<file path="src/rtl/clken_gen_if.sv">
// Configuration and output bundle for clken_gen.
// The master side (system / bench) drives config writes and observes the
// per-channel enables, square waves and status flags.
interface clken_gen_if #(
   parameter int unsigned NUM_CH = 7,
   parameter int unsigned DIV_W  = 8
);
   localparam int unsigned ChW = (NUM_CH > 1) ? $clog2(NUM_CH) : 1;

   logic              cfg_we;
   logic [ChW-1:0]    cfg_ch;
   logic [DIV_W-1:0]  cfg_div;
   logic [DIV_W-1:0]  cfg_phase;
   logic              cfg_busy;
   logic [NUM_CH-1:0] clken;
   logic [NUM_CH-1:0] clk_level;
   logic              locked;

   modport master (
      output cfg_we, cfg_ch, cfg_div, cfg_phase,
      input  cfg_busy, clken, clk_level, locked
   );

   modport slave (
      input  cfg_we, cfg_ch, cfg_div, cfg_phase,
      output cfg_busy, clken, clk_level, locked
   );
endinterface

</file>
<file path="src/rtl/clken_gen.sv">
// clken_gen: NUM_CH programmable clock-enable / square-wave generators running off refclk.
// Each channel counts 0..D-1; clken pulses at cnt==P and clk_level is high for the first
// ceil(D/2) cycles starting at P. Config writes are parked in a pending register and
// applied only when the counter wraps, so periods are never truncated.
// Optional feature: define CLKEN_GEN_RESYNC_EN to add resync_i, which forces all
// counters to wrap together on the following cycle.
module clken_gen #(
   parameter int unsigned               NUM_CH      = 7,
   parameter int unsigned               DIV_W       = 8,
   parameter logic [NUM_CH*DIV_W-1:0]   DIV_INIT    = {NUM_CH{8'd4}},
   parameter logic [NUM_CH*DIV_W-1:0]   PHASE_INIT  = {NUM_CH{8'd0}},
   parameter int unsigned               LOCK_CYCLES = 16
) (
   input  logic        refclk_i,
   input  logic        rst_i,
`ifdef CLKEN_GEN_RESYNC_EN
   input  logic        resync_i,
`endif
   clken_gen_if.slave  cfg_if
);
   localparam int unsigned ChW = (NUM_CH > 1) ? $clog2(NUM_CH) : 1;
   localparam int unsigned LkW = $clog2(LOCK_CYCLES + 1);
   localparam logic [LkW-1:0] LockMax = LkW'(LOCK_CYCLES);

   logic [DIV_W-1:0]  cnt_q  [NUM_CH];
   logic [DIV_W-1:0]  cnt_d  [NUM_CH];
   logic [DIV_W-1:0]  div_q  [NUM_CH];
   logic [DIV_W-1:0]  div_d  [NUM_CH];
   logic [DIV_W-1:0]  phs_q  [NUM_CH];
   logic [DIV_W-1:0]  phs_d  [NUM_CH];
   logic [DIV_W-1:0]  pdiv_q [NUM_CH];
   logic [DIV_W-1:0]  pdiv_d [NUM_CH];
   logic [DIV_W-1:0]  pphs_q [NUM_CH];
   logic [DIV_W-1:0]  pphs_d [NUM_CH];
   logic [NUM_CH-1:0] pend_q, pend_d;
   logic [NUM_CH-1:0] clken_q, clken_d;
   logic [NUM_CH-1:0] level_q, level_d;
   logic [LkW-1:0]    lock_cnt_q, lock_cnt_d;
   logic              busy_q, busy_d;
   logic              locked_q, locked_d;
   logic              resync;
   logic              wr_ok;
   logic              any_apply;

   function automatic logic [DIV_W-1:0] eff_div(input logic [DIV_W-1:0] d);
      return (d == '0) ? DIV_W'(1) : d;
   endfunction

   function automatic logic [DIV_W-1:0] eff_phase(input logic [DIV_W-1:0] d,
                                                   input logic [DIV_W-1:0] p);
      logic [DIV_W-1:0] de;
      de = eff_div(d);
      return (p > de - DIV_W'(1)) ? de - DIV_W'(1) : p;
   endfunction

   // Square-wave level for a given count: ((cnt - P) mod D) < ceil(D/2)
   function automatic logic level_of(input logic [DIV_W-1:0] cnt,
                                     input logic [DIV_W-1:0] d,
                                     input logic [DIV_W-1:0] p);
      logic [DIV_W:0] de, pe, c, diff, half;
      de   = {1'b0, eff_div(d)};
      pe   = {1'b0, eff_phase(d, p)};
      c    = {1'b0, cnt};
      diff = (c >= pe) ? c - pe : c + de - pe;
      half = (de + (DIV_W+1)'(1)) >> 1;
      return diff < half;
   endfunction

   // Next count, config apply/park, and outputs precomputed from the next state
   always_comb begin
      resync = 1'b0;
`ifdef CLKEN_GEN_RESYNC_EN
      resync = resync_i;
`endif
      wr_ok     = cfg_if.cfg_we && (32'(cfg_if.cfg_ch) < NUM_CH);
      any_apply = 1'b0;
      pend_d    = pend_q;
      for (int i = 0; i < NUM_CH; i++) begin
         cnt_d[i]  = cnt_q[i] + DIV_W'(1);
         div_d[i]  = div_q[i];
         phs_d[i]  = phs_q[i];
         pdiv_d[i] = pdiv_q[i];
         pphs_d[i] = pphs_q[i];
         if (resync || (cnt_q[i] >= eff_div(div_q[i]) - DIV_W'(1))) begin
            cnt_d[i] = '0;
            // A write arriving on the wrap itself bypasses the pending register
            if (wr_ok && (cfg_if.cfg_ch == ChW'(i))) begin
               div_d[i]  = cfg_if.cfg_div;
               phs_d[i]  = cfg_if.cfg_phase;
               pend_d[i] = 1'b0;
            end else if (pend_q[i]) begin
               div_d[i]  = pdiv_q[i];
               phs_d[i]  = pphs_q[i];
               pend_d[i] = 1'b0;
               any_apply = 1'b1;
            end
         end else if (wr_ok && (cfg_if.cfg_ch == ChW'(i))) begin
            pdiv_d[i] = cfg_if.cfg_div;
            pphs_d[i] = cfg_if.cfg_phase;
            pend_d[i] = 1'b1;
         end
         clken_d[i] = (cnt_d[i] == eff_phase(div_d[i], phs_d[i]));
         level_d[i] = level_of(cnt_d[i], div_d[i], phs_d[i]);
      end

      lock_cnt_d = lock_cnt_q;
      if (wr_ok || any_apply || resync) begin
         lock_cnt_d = '0;
      end else if (!busy_q && (lock_cnt_q != LockMax)) begin
         lock_cnt_d = lock_cnt_q + LkW'(1);
      end
      busy_d   = |pend_d;
      locked_d = (lock_cnt_d == LockMax);
   end

   // State and output registers; reset preloads the cycle-0 output values
   always_ff @(posedge refclk_i) begin
      if (rst_i) begin
         for (int i = 0; i < NUM_CH; i++) begin
            cnt_q[i]   <= '0;
            div_q[i]   <= DIV_INIT[i*DIV_W +: DIV_W];
            phs_q[i]   <= PHASE_INIT[i*DIV_W +: DIV_W];
            pdiv_q[i]  <= '0;
            pphs_q[i]  <= '0;
            clken_q[i] <= (eff_phase(DIV_INIT[i*DIV_W +: DIV_W],
                                     PHASE_INIT[i*DIV_W +: DIV_W]) == '0);
            level_q[i] <= level_of('0, DIV_INIT[i*DIV_W +: DIV_W],
                                   PHASE_INIT[i*DIV_W +: DIV_W]);
         end
         pend_q     <= '0;
         lock_cnt_q <= '0;
         busy_q     <= 1'b0;
         locked_q   <= 1'b0;
      end else begin
         for (int i = 0; i < NUM_CH; i++) begin
            cnt_q[i]  <= cnt_d[i];
            div_q[i]  <= div_d[i];
            phs_q[i]  <= phs_d[i];
            pdiv_q[i] <= pdiv_d[i];
            pphs_q[i] <= pphs_d[i];
         end
         pend_q     <= pend_d;
         clken_q    <= clken_d;
         level_q    <= level_d;
         lock_cnt_q <= lock_cnt_d;
         busy_q     <= busy_d;
         locked_q   <= locked_d;
      end
   end

   // Flops hold the cycle-0 values during reset, so outputs are masked while rst_i is high
   assign cfg_if.clken     = rst_i ? '0   : clken_q;
   assign cfg_if.clk_level = rst_i ? '0   : level_q;
   assign cfg_if.cfg_busy  = rst_i ? 1'b0 : busy_q;
   assign cfg_if.locked    = rst_i ? 1'b0 : locked_q;
endmodule
</file>
<file path="src/flat_wrapper.sv">
// flat-port wrapper written by rule: the top's interface ports become plain ports
module clken_gen_flat 
#(
   parameter int unsigned               NUM_CH      = 7,
   parameter int unsigned               DIV_W       = 8,
   parameter logic [NUM_CH*DIV_W-1:0]   DIV_INIT    = {NUM_CH{8'd4}},
   parameter logic [NUM_CH*DIV_W-1:0]   PHASE_INIT  = {NUM_CH{8'd0}},
   parameter int unsigned               LOCK_CYCLES = 16
)
  (refclk_i, rst_i, cfg_if_cfg_we, cfg_if_cfg_ch, cfg_if_cfg_div, cfg_if_cfg_phase, cfg_if_cfg_busy, cfg_if_clken, cfg_if_clk_level, cfg_if_locked);
  clken_gen_if #(.NUM_CH(NUM_CH), .DIV_W(DIV_W)) cfg_if_i ();
  input  logic refclk_i;
  input  logic rst_i;
  input wire logic [$bits(cfg_if_i.cfg_we)-1:0] cfg_if_cfg_we;
  input wire logic [$bits(cfg_if_i.cfg_ch)-1:0] cfg_if_cfg_ch;
  input wire logic [$bits(cfg_if_i.cfg_div)-1:0] cfg_if_cfg_div;
  input wire logic [$bits(cfg_if_i.cfg_phase)-1:0] cfg_if_cfg_phase;
  output wire logic [$bits(cfg_if_i.cfg_busy)-1:0] cfg_if_cfg_busy;
  output wire logic [$bits(cfg_if_i.clken)-1:0] cfg_if_clken;
  output wire logic [$bits(cfg_if_i.clk_level)-1:0] cfg_if_clk_level;
  output wire logic [$bits(cfg_if_i.locked)-1:0] cfg_if_locked;
  assign cfg_if_i.cfg_we = cfg_if_cfg_we;
  assign cfg_if_i.cfg_ch = cfg_if_cfg_ch;
  assign cfg_if_i.cfg_div = cfg_if_cfg_div;
  assign cfg_if_i.cfg_phase = cfg_if_cfg_phase;
  assign cfg_if_cfg_busy = cfg_if_i.cfg_busy;
  assign cfg_if_clken = cfg_if_i.clken;
  assign cfg_if_clk_level = cfg_if_i.clk_level;
  assign cfg_if_locked = cfg_if_i.locked;
  clken_gen #(.NUM_CH(NUM_CH), .DIV_W(DIV_W), .DIV_INIT(DIV_INIT), .PHASE_INIT(PHASE_INIT), .LOCK_CYCLES(LOCK_CYCLES)) u_core (.refclk_i(refclk_i), .rst_i(rst_i), .cfg_if(cfg_if_i));
endmodule
</file>
<file path="config.mk">
export PLATFORM = sky130hd
export DESIGN_NAME = clken_gen_flat
export DESIGN_NICKNAME = d
export VERILOG_FILES = /design/src/rtl/clken_gen_if.sv /design/src/rtl/clken_gen.sv /design/src/flat_wrapper.sv
export SDC_FILE = /design/constraint.sdc
export NUM_CORES = 1
export LEC_CHECK = 0
export ABC_AREA = 1
export BUFFER_PORTS_ARGS = -buffer_cell sky130_fd_sc_hd__buf_2
export CAP_MARGIN = 20
export CORE_MARGIN = 2
export CORE_UTILIZATION = 55
export CTS_CLUSTER_SIZE = 20
export DETAILED_ROUTE_END_ITERATION = 7
export PLACE_DENSITY_LB_ADDON = 0.25
export SLEW_MARGIN = 10
export SYNTH_ARGS = -nofsm -noshare
export SYNTH_HDL_FRONTEND = slang
export SYNTH_SLANG_ARGS = --single-unit
</file>
<file path="constraint.sdc">
create_clock -name refclk_i -period 7.1 [get_ports refclk_i]
set_input_delay 1.065 -clock refclk_i [delete_from_list [all_inputs] [get_ports refclk_i]]
set_output_delay 1.065 -clock refclk_i [all_outputs]
set_load 0.1 [all_outputs]
</file>
# Word-level counts from Yosys, hierarchy flattened
# Memory sizes are Yosys's and may differ from the RTL's.
# Index checks and enable logic that the tools add are counted.
word_totals:
  ff_bits: 28
  ram_bits: 280
  inputBits: 22
  out_inout_bits: 16
  elab_cells: 351
  memories: 5
memory_table:
  columns: ["memory", "depth", "word_bits", "rd", "rd_ports_with_merged_regs", "write_ports", "line_no", "rtl"]
  rows:
  - ["u_core.cnt_q", 7, 8, 7, 0, 7, "clken_gen.sv:25", "logic [DIV_W-1:0] cnt_q [NUM_CH];"]
  - ["u_core.div_q", 7, 8, 7, 0, 7, "clken_gen.sv:27", "logic [DIV_W-1:0] div_q [NUM_CH];"]
  - ["u_core.pdiv_q", 7, 8, 7, 0, 7, "clken_gen.sv:31", "logic [DIV_W-1:0] pdiv_q [NUM_CH];"]
  - ["u_core.phs_q", 7, 8, 7, 0, 7, "clken_gen.sv:29", "logic [DIV_W-1:0] phs_q [NUM_CH];"]
  - ["u_core.pphs_q", 7, 8, 7, 0, 7, "clken_gen.sv:33", "logic [DIV_W-1:0] pphs_q [NUM_CH];"]
op_classes:
  add_sub_neg: 50
  order_cmp: 29
  n_eq_ne: 15
  muxes: 184
  bitwise_logic: 35
  reduce_logical: 27
op_table:
  columns: ["op", "n"]
  rows:
  - ["two-way mux 8 bit", 133]
  - [">= comparator 8 bit", 14]
  - ["logical NOT 8 bit", 14]
  - ["subtractor 8 x 1 -> 8 bit (second input constant)", 14]
  - ["adder 8 x 1 -> 9 bit (second input constant)", 7]
  - ["adder 8 x 8 -> 9 bit", 7]
  - ["less-than comparator 9 x 8 -> 1 bit", 7]
  - ["two-way mux 9 bit", 7]
  - ["subtractor 8 x 8 -> 9 bit", 7]
  - ["subtractor 9 x 8 -> 9 bit", 7]
  - ["adder 8 x 1 -> 8 bit (second input constant)", 7]
  - ["equality test 8 bit", 7]
  - ["greater-than comparator 8 bit", 7]
  - ["two-way mux 1 bit", 40]
  - ["OR 1 bit", 35]
  - ["two-way mux 7 bit", 2]
  - ["two-way mux 5 bit", 2]
  - ["equality test 3 bit (second input constant)", 3]
  - ["logical AND 1 bit", 9]
  - ["OR reduction 7 bit", 1]
  - ["equality test 3 x 2 -> 1 bit (second input constant)", 2]
  - ["adder 5 x 1 -> 5 bit (second input constant)", 1]
  - ["equality test 5 bit (second input constant)", 1]
  - ["inequality test 5 bit (second input constant)", 1]
  - ["other kinds (5)", 5]

# Logic depth before layout (Yosys ltp)
# Gate-level depths: netlist of run 1.
# An unclocked memory read counts as a cell.
depth:
  ltp_word: 27
  ltp_mapped: 55
  depth_no_buf: 54

# Worst setup path after synthesis of run 1
# No wires, ideal clock.
synth_timing:
  kind: "reg-to-reg"
  startpoint: "memory u_core.div_q[3][3]"
  endpoint: "register u_core.level_q[3]"
  setup_ps: 126
  arrival_time_ps: 7137
  required_time_ps: 6974
  path_slack_ps: -163
  stages_incl_launch_ff: 53
  path_buffers: 2
  synth_period_minus_slack_ps: 7263
  cell_sequence: "dfxtp_1 nor2_1 inv_1 nor3_1 a41oi_1 ha_1 nand2_1 xor2_1 inv_1 ha_1 nand2_1 o21a_1 nand2_4 buf_4 nand2_1 nand2_4 nand2_1 nor2_1 [17 not listed] ha_1 nand3_1 nand2_1 a21oi_1 o21ai_0 nand2_1 nand2_1 a21oi_1 xnor2_1 a22o_1 ha_1 inv_1 nor4_1 inv_1 o32ai_1 nand2_1 nand4_1 nand2_1"
synth_rtl:
  columns: ["element", "line_no", "rtl"]
  rows:
  - ["start: declaration", "clken_gen.sv:27", null]
  - ["end signal: indexed assignment", "clken_gen.sv:127", "level_q[i] <= level_of('0, DIV_INIT[i*DIV_W +: DIV_W],"]
  - ["end signal: assignment", "clken_gen.sv:144", "level_q <= level_d;"]
  - ["end: declaration", "clken_gen.sv:37", "logic [NUM_CH-1:0] level_q, level_d;"]

==> summary.md, run 1 <==
| Metric | Value |
|---|---|
| Finished Cell Area | 36630 um^2 |
| Chip width | between 200 and 250 um |
| Commonest non-fill, non-tap cell in the layout | nand2_1 |
| Clock transition at path regs | 0.06 ns |
| Vias | 29781 |
| Most used cell, CP | nand2_2 |
| Vias in the first global route | 26882 |
| Final net count | roughly 5100 |
| First-pass GRT wire length | between 100000 and 150000 um |
| Critical path type | flop to flop |
| Core box area | approximately 50000 um^2 |
| Fin crit period | 7.133 ns |
| Number of buffers and inverters on the critical path | 10 |
| Residual DRC | 0 |
| Req. time, crit path | 7.51 ns |
| DRT Pass-1 Iters | 8 |
| CP max FO | 8 |
| Worst Tran Pin Value | ~1.1 ns |
| Worst skew pair latency | 0.56 ns |
| Violated checks | setup timing |
| Die H | 229.6 um |
| Synth cell types | 60 |
| HPWL after detailed placement | ~62000 um |
| YS warnings | 0 |
| Largest stage delay, worst path | 0.52 ns |
| CTS max path bufs | 3 |
| Mapped Cells | 4194 |
| Outcome | complete, but fails checks |
| Busiest grt layer | met2 |
| H-Tree Level Count | 2 |
| Wire per inst | 16.44 um |
| Peak Freq | 140.2 MHz |
| Synth async-reset ratio | 0 |
| Largest net degree at the start of global routing | 124 |
| Initial drt markers | 2730 |
| Hold Vio Cnt, Final | 0 |
| Clock root buffer | clkbuf_16 |
| Worst Clk Skew | 0.01713 ns |
| Placer Congestion | 0.9670 |
| Cts hold-fix bufs | 0 |
| Max Slew Vio Count | 0 |
| Gr usage total | 0.3045 |
| Synth Cell Area | 28000 um^2 |
| Startpoint types | flop |
| # IOs | 38 |
| Critical path arrival | 7.54 ns |
| Vias per cell | roughly 5.5 |
| Most frequent cells in the layout | 792 x nand2_1, 658 x inv_1, 512 x buf_4 |
| Yosys reg bits | 308 |
| Final setup viols | 1 |
| Port Buf Inserts | 37 |
| Total congestion overflow | 0 |
| Full die area | approximately 53000 um^2 |
| Synth Net Count | 4575 |
| Fillers | 3757 |
| Num CTS Buffers | 37 |
| CP top delay family | adder cells |
| Initial antenna violation count | 2 |
| Post-route antenna net violation count | 0 |
| Share of layout cells above drive strength 1 | 0.2739 |
| Avg Cell Area, Syn | about 6.7 um^2 |
| Starting Density | 0.5581 |
| Number of enable flip-flop cells after synthesis | 0 |
| CTS Sinks | 308 |
| Final Cycle Share | 1.005 |
| Fin util | 0.7301 |
| Synth Flop Type | dfxtp_1 |
| Worst hold-check path type | flop to flop |
| Area growth, synth to finish | 30.82% |
| CP max stage cell | fa_1 |
| Hold WS | 0.4511 ns |
| Worst relative slew slack | 0.2857 |
| RSZ-0062 raised after global routing | true |
| Met3 Use GR | 0.03200 |
| GR met2 Demand/Resource | 0.5140 |
| Placed cell areas | 32000 um^2 |
| Met1 usage | 0.4119 |
| Final WS setup | -0.03280 ns |
| Row count | 82 |
| Drt total wl | slightly below 90000 um |
| Crit. End Element | flop |
| Max-Cap Viols | 0 |
| CTS tree | yes |
| Sequential area share after synthesis | 0.2202 |
-- worst reg2reg max path, delay by kind of cell (launching register included) --
family | cells | cell delay [ns]
buffers and inverters | 10 | 0.94
and+or+nand+nor | 22 | 2.03
DFF | 1 | 0.32
xor gates and xnor gates | 3 | 0.44
adders and majority gates | 7 | 2.06
AOI/OAI and AO/OA | 8 | 1.19
-- metal layers --
metal | vias to the layer above | wire [um]
met5 | - | 0
li1 | 14629 | -
met3 | 221 | 6390
met4 | 0 | 2919
met2 | 1113 | 41890
met1 | 13818 | 37550
-- area by class of cell --
| class | instances | area, um^2 | share of cell area |
|---|---|---|---|
| Multi-Input combinational cell | 3029 | 20970 | 0.5726 |
| Sequential cell | 308 | 6173 | 0.1685 |
| Timing Repair Buffer | 590 | 4541 | 0.1240 |
| Inverter | 733 | 2764 | 0.07546 |
| Clock buffer | 44 | 1012 | 0.02763 |
| Tap cell | 672 | 840.8 | 0.02295 |
| Clock inverter | 20 | 320.3 | 0.008745 |
| Antenna cell | 2 | 5.005 | 0.0001366 |
-- flip-flops by register name, summed over array words and instances (netlist names) --
signal	flops
u_core.phs_q	56
u_core.busy_q	1
u_core.pphs_q	56
u_core.pend_q	7
u_core.lock_cnt_q	5
u_core.clken_q	7
u_core.pdiv_q	56
u_core.cnt_q	56
u_core.locked_q	1
u_core.div_q	56
u_core.level_q	7
-- cells by family (layout without fill, tap and decap cells) --
logic type	Yosys count	after routing	share of synthesized area
multiplexers	18	18	0.006435
XOR/XNOR	142	142	0.04442
AND/OR/NAND/NOR	1764	1770	0.2740
buffers and inverters	863	1387	0.1216
flip-flops	308	308	0.2202
AO/OA/AOI/OAI	740	740	0.1579
adder cells (fa/ha/maj)	359	359	0.1754
other	0	2	0
-- repair_timing --
action	CTS	global route
pin swaps	27	291
endpoints found under the setup margin	7	7
gates cloned	1	7
buffers inserted	10	66
gates resized for setup	86	542
-- path summary, 6_finish.rpt --
| path | depth (start not counted) | slack (ns) | endpoint | start |
|---|---|---|---|---|
| max | 50 | -0.03 | u_core.level_q[3] | u_core.div_q[3][4] |
| min | 2 | 0.45 | u_core.pphs_q[0][2] | u_core.pphs_q[0][2] |
| max reg2reg | 50 | -0.03 | u_core.level_q[3] | u_core.div_q[3][4] |
| min reg2reg | 2 | 0.45 | u_core.pphs_q[0][2] | u_core.pphs_q[0][2] |
-- per-stage QoR --
stage                     setup TNS [ns]  setup WS (ns)  cells
after global placement           -0.6651        -0.2577   5250
after global routing              -1.955        -0.4537   5396
after detailed placement          -1.372        -0.3466   5250
after floorplan                        0        0.03854   4194
final                           -0.03280       -0.03280   5398
after CTS                       -0.03246       -0.03246   5325
-- synthesized netlist by cell type (18+ instances only) --
master    number  share of area
ha_1         303           0.14
inv_1        700          0.094
o22ai_1       23         0.0051
o21ai_1       85          0.015
a221oi_1      33          0.010
xnor2_1       47          0.015
buf_2         30         0.0054
nand2_1      871           0.12
fa_1          56          0.040
a21oi_1      243          0.043
a221oi_2      19          0.010
mux2i_1       18         0.0064
nor3_1        53         0.0095
nor2_2        20         0.0045
o211ai_1      23         0.0062
nand3_1      271          0.048
o21ai_2       24         0.0075
nor2_1       384          0.051
xor2_1        95          0.030
o21ai_0      212          0.038
clkbuf_1      74         0.0099
nand4_1       52          0.012
dfxtp_1      308           0.22
inv_2         30         0.0040
nand2_2       42         0.0094
Power of run 1 is left out: the tool's default activity adds up to more than one toggle a clock period on the data nets, which glitch-free logic cannot reach.
==> run 2: changes to the inputs <==
--- a/config.mk
+++ b/config.mk
@@ -9,7 +9,7 @@
 export BUFFER_PORTS_ARGS = -buffer_cell sky130_fd_sc_hd__buf_2
 export CAP_MARGIN = 20
 export CORE_MARGIN = 2
-export CORE_UTILIZATION = 55
+export CORE_UTILIZATION = 30
 export CTS_CLUSTER_SIZE = 20
 export DETAILED_ROUTE_END_ITERATION = 7
 export PLACE_DENSITY_LB_ADDON = 0.25
==> run 2 against run 1 <==
Effect of this change:
- the run still ends with setup timing left
- critical endpoint unchanged
- first-iteration DRC count decreased by 37%
- clock skew shrank 0.0010 ns
- flip-flop and latch count unchanged
- non-clock buffer count up 190
- highest routed layer is now met5
- setup slack lost 0.011 ns
- hold slack worse by 0.0022 ns
- cell area is 6.3% higher
- global-route usage is 12 points lower
==> summary.md, run 2 (synthesized netlist as in run 1, its figures left out) <==
| Metric | Value |
|---|---|
| First-pass GRT wire length | 144500 um (was 133100 um) |
| Fin util | 0.4193 (was 0.7301) |
| Worst Setup SP | u_core.div_q[3][4] (unchanged) |
| R2R Setup Slk | -0.04 ns (was -0.03 ns) |
| Most frequent cells in the layout | 784 x nand2_1, 697 x buf_4, 653 x inv_1 (was 792 x nand2_1, 658 x inv_1, 512 x buf_4) |
| Reg2reg start | u_core.div_q[3][4] (unchanged) |
| Worst Clk Skew | 0.01611 ns (was 0.01713 ns) |
| Port Buf Inserts | 37 (unchanged) |
| HPWL after detailed placement | 69800 um (was 62190 um) |
| Crit. End Element | flop (unchanged) |
| Peak Freq | 140.0 MHz (was 140.2 MHz) |
| Cts hold-fix bufs | 0 (unchanged) |
| H-Tree Level Count | 2 (unchanged) |
| CP max FO | 8 (unchanged) |
| Max Slew Vio Count | 0 (unchanged) |
| Final WS setup | -0.04388 ns (was -0.03280 ns) |
| Register area | 6171 um^2 (was 6173 um^2) |
| Final non-filler cell total | 6170 (was 5398) |
| R2R cell count | 47 (was 50) |
| Placer Congestion | 0.8821 (was 0.9670) |
| Setup TNS Final | -0.04388 ns (was -0.03280 ns) |
| Num CTS Buffers | 39 (was 37) |
| Placed cell count | 5988 (was 5250) |
| Worst relative slew slack | 0.4530 (was 0.2857) |
| Vias in the first global route | 27503 (was 26882) |
| DRT Pass-1 Iters | 6 (was 8) |
| Hold endpoint | u_core.pphs_q[0][0] (was u_core.pphs_q[0][2]) |
| Initial drt markers | 1716 (was 2730) |
| Row count | 112 (was 82) |
| Gr usage total | 0.1863 (was 0.3045) |
| Post-place setup slack | -0.7490 ns (was -0.3466 ns) |
| # IOs | 38 (unchanged) |
| CP max stage cell | fa_2 (was fa_1) |
| Worst skew pair latency | 0.57 ns (was 0.56 ns) |
| Starting Density | 0.3014 (was 0.5581) |
| Wire per inst | 15.01 um (was 16.44 um) |
| Share of layout cells above drive strength 1 | 0.3078 (was 0.2739) |
| Drt total wl | 92630 um (was 88750 um) |
| Outcome | complete, but fails checks (unchanged) |
| Clock root buffer | clkbuf_16 (unchanged) |
| Die H | 309.5 um (was 229.6 um) |
| CTS max path bufs | 3 (unchanged) |
| Max layer used | met5 (was met4) |
| Hold wc startpoint | u_core.pphs_q[0][0] (was u_core.pphs_q[0][2]) |
| Fin crit period | 7.144 ns (was 7.133 ns) |
| Max-Cap Viols | 0 (unchanged) |
| Clock transition at path regs | 0.06 ns (about the same) |
| Final Cycle Share | 1.006 (was 1.005) |
| CTS Sinks | 308 (unchanged) |
| M1 wire length | 45390 um (was 37550 um) |
| Final net count | 5269 (was 5080) |
| Worst hold-check path type | flop to flop (unchanged) |
| Residual DRC | 0 (unchanged) |
| Critical path arrival | 7.58 ns (was 7.54 ns) |
| Worst Hold Path Cells | 2 (unchanged) |
| Hold Vio Cnt, Final | 0 (unchanged) |
| Worst Tran Pin Value | 0.8205 ns (was 1.070 ns) |
| RSZ-0062 raised after global routing | true (unchanged) |
| Commonest non-fill, non-tap cell in the layout | nand2_1 (unchanged) |
| Largest stage delay, worst path | 0.61 ns (was 0.52 ns) |
| Total congestion overflow | 0 (unchanged) |
| Vias per cell | 4.705 (was 5.517) |
| Post-route antenna net violation count | 0 (unchanged) |
| Met2 wire len | 42570 um (was 41890 um) |
| Metal3 WL | 3158 um (was 6390 um) |
| Vias | 29028 (was 29781) |
| Worst r2r dst | u_core.level_q[3] (unchanged) |
| Req. time, crit path | 7.54 ns (was 7.51 ns) |
| Area growth, synth to finish | 39.12% (was 30.82%) |
| Final setup viols | 1 (unchanged) |
| Initial antenna violation count | 8 (was 2) |
| Core box area | 92910 um^2 (was 50170 um^2) |
| Full die area | 95790 um^2 (was 52730 um^2) |
| Chip width | 309.5 um (was 229.6 um) |
| Fillers | 9644 (was 3757) |
| Multi-input logic area | 21170 um^2 (was 20970 um^2) |
| Critical path type | flop to flop (unchanged) |
| Largest net degree at the start of global routing | 145 (was 124) |
| CTS tree | yes (unchanged) |
| Startpoint types | flop (unchanged) |
| Violated checks | setup timing (unchanged) |
==> run 2: worst max path at each step <==
stage	to	slack (ns)
2_1_floorplan	u_core.level_q[3]	0.04
3_3_place_gp	u_core.level_q[3]	-0.70
3_5_place_dp	u_core.level_q[3]	-0.75
4_1_cts	u_core.level_q[3]	-0.07
5_1_grt	u_core.level_q[3]	-0.49
6_report	u_core.level_q[3]	-0.04
==> run 2: worst max-delay path, delay by kind of cell, from the launching register on <==
kind            cells  cell delay [ns]
simple gates       22             2.40
fa+ha+maj           7             2.11
compound gates      7             0.93
buf+inv             8             0.80
xor+xnor            3             0.45
flops               1             0.32
==> run 2: cell type report <==
cell class	count	share of cell area
antenna	1	0.00006424
clock buffer	55	0.02942
clock inverter	13	0.003019
inverter	733	0.07102
multi-input combinational	3026	0.5435
sequential	308	0.1584
tap	1254	0.04028
timing repair buffer	780	0.1543
==> run 2: what timing repair did <==
| item | 4_1_cts | 5_1_grt |
|---|---|---|
| gates cloned | 1 | 4 |
| buffers inserted | 25 | 90 |
| setup endpoints to repair | 7 | 7 |
| pin swaps | 47 | 329 |
| resized for setup | 124 | 552 |
==> run 2: per-stage QoR <==
stage / instance area, um^2 / hold WS, ns
after floorplan: 28010 / 0.4241
after global placement: 33950 / 0.4365
after detailed placement: 33950 / 0.4421
after CTS: 35830 / 0.4499
after global routing: 38950 / 0.4654
final: 38950 / 0.4489
==> run 2: metal layers <==
| layer | track usage | up-vias |
|---|---|---|
| li1 | - | 15021 |
| met1 | 0.2642 | 13462 |
| met2 | 0.3076 | 444 |
| met3 | 0.01762 | 95 |
| met4 | 0.03443 | 6 |
| met5 | 0 | - |
Power of run 2 is left out for the same reason.
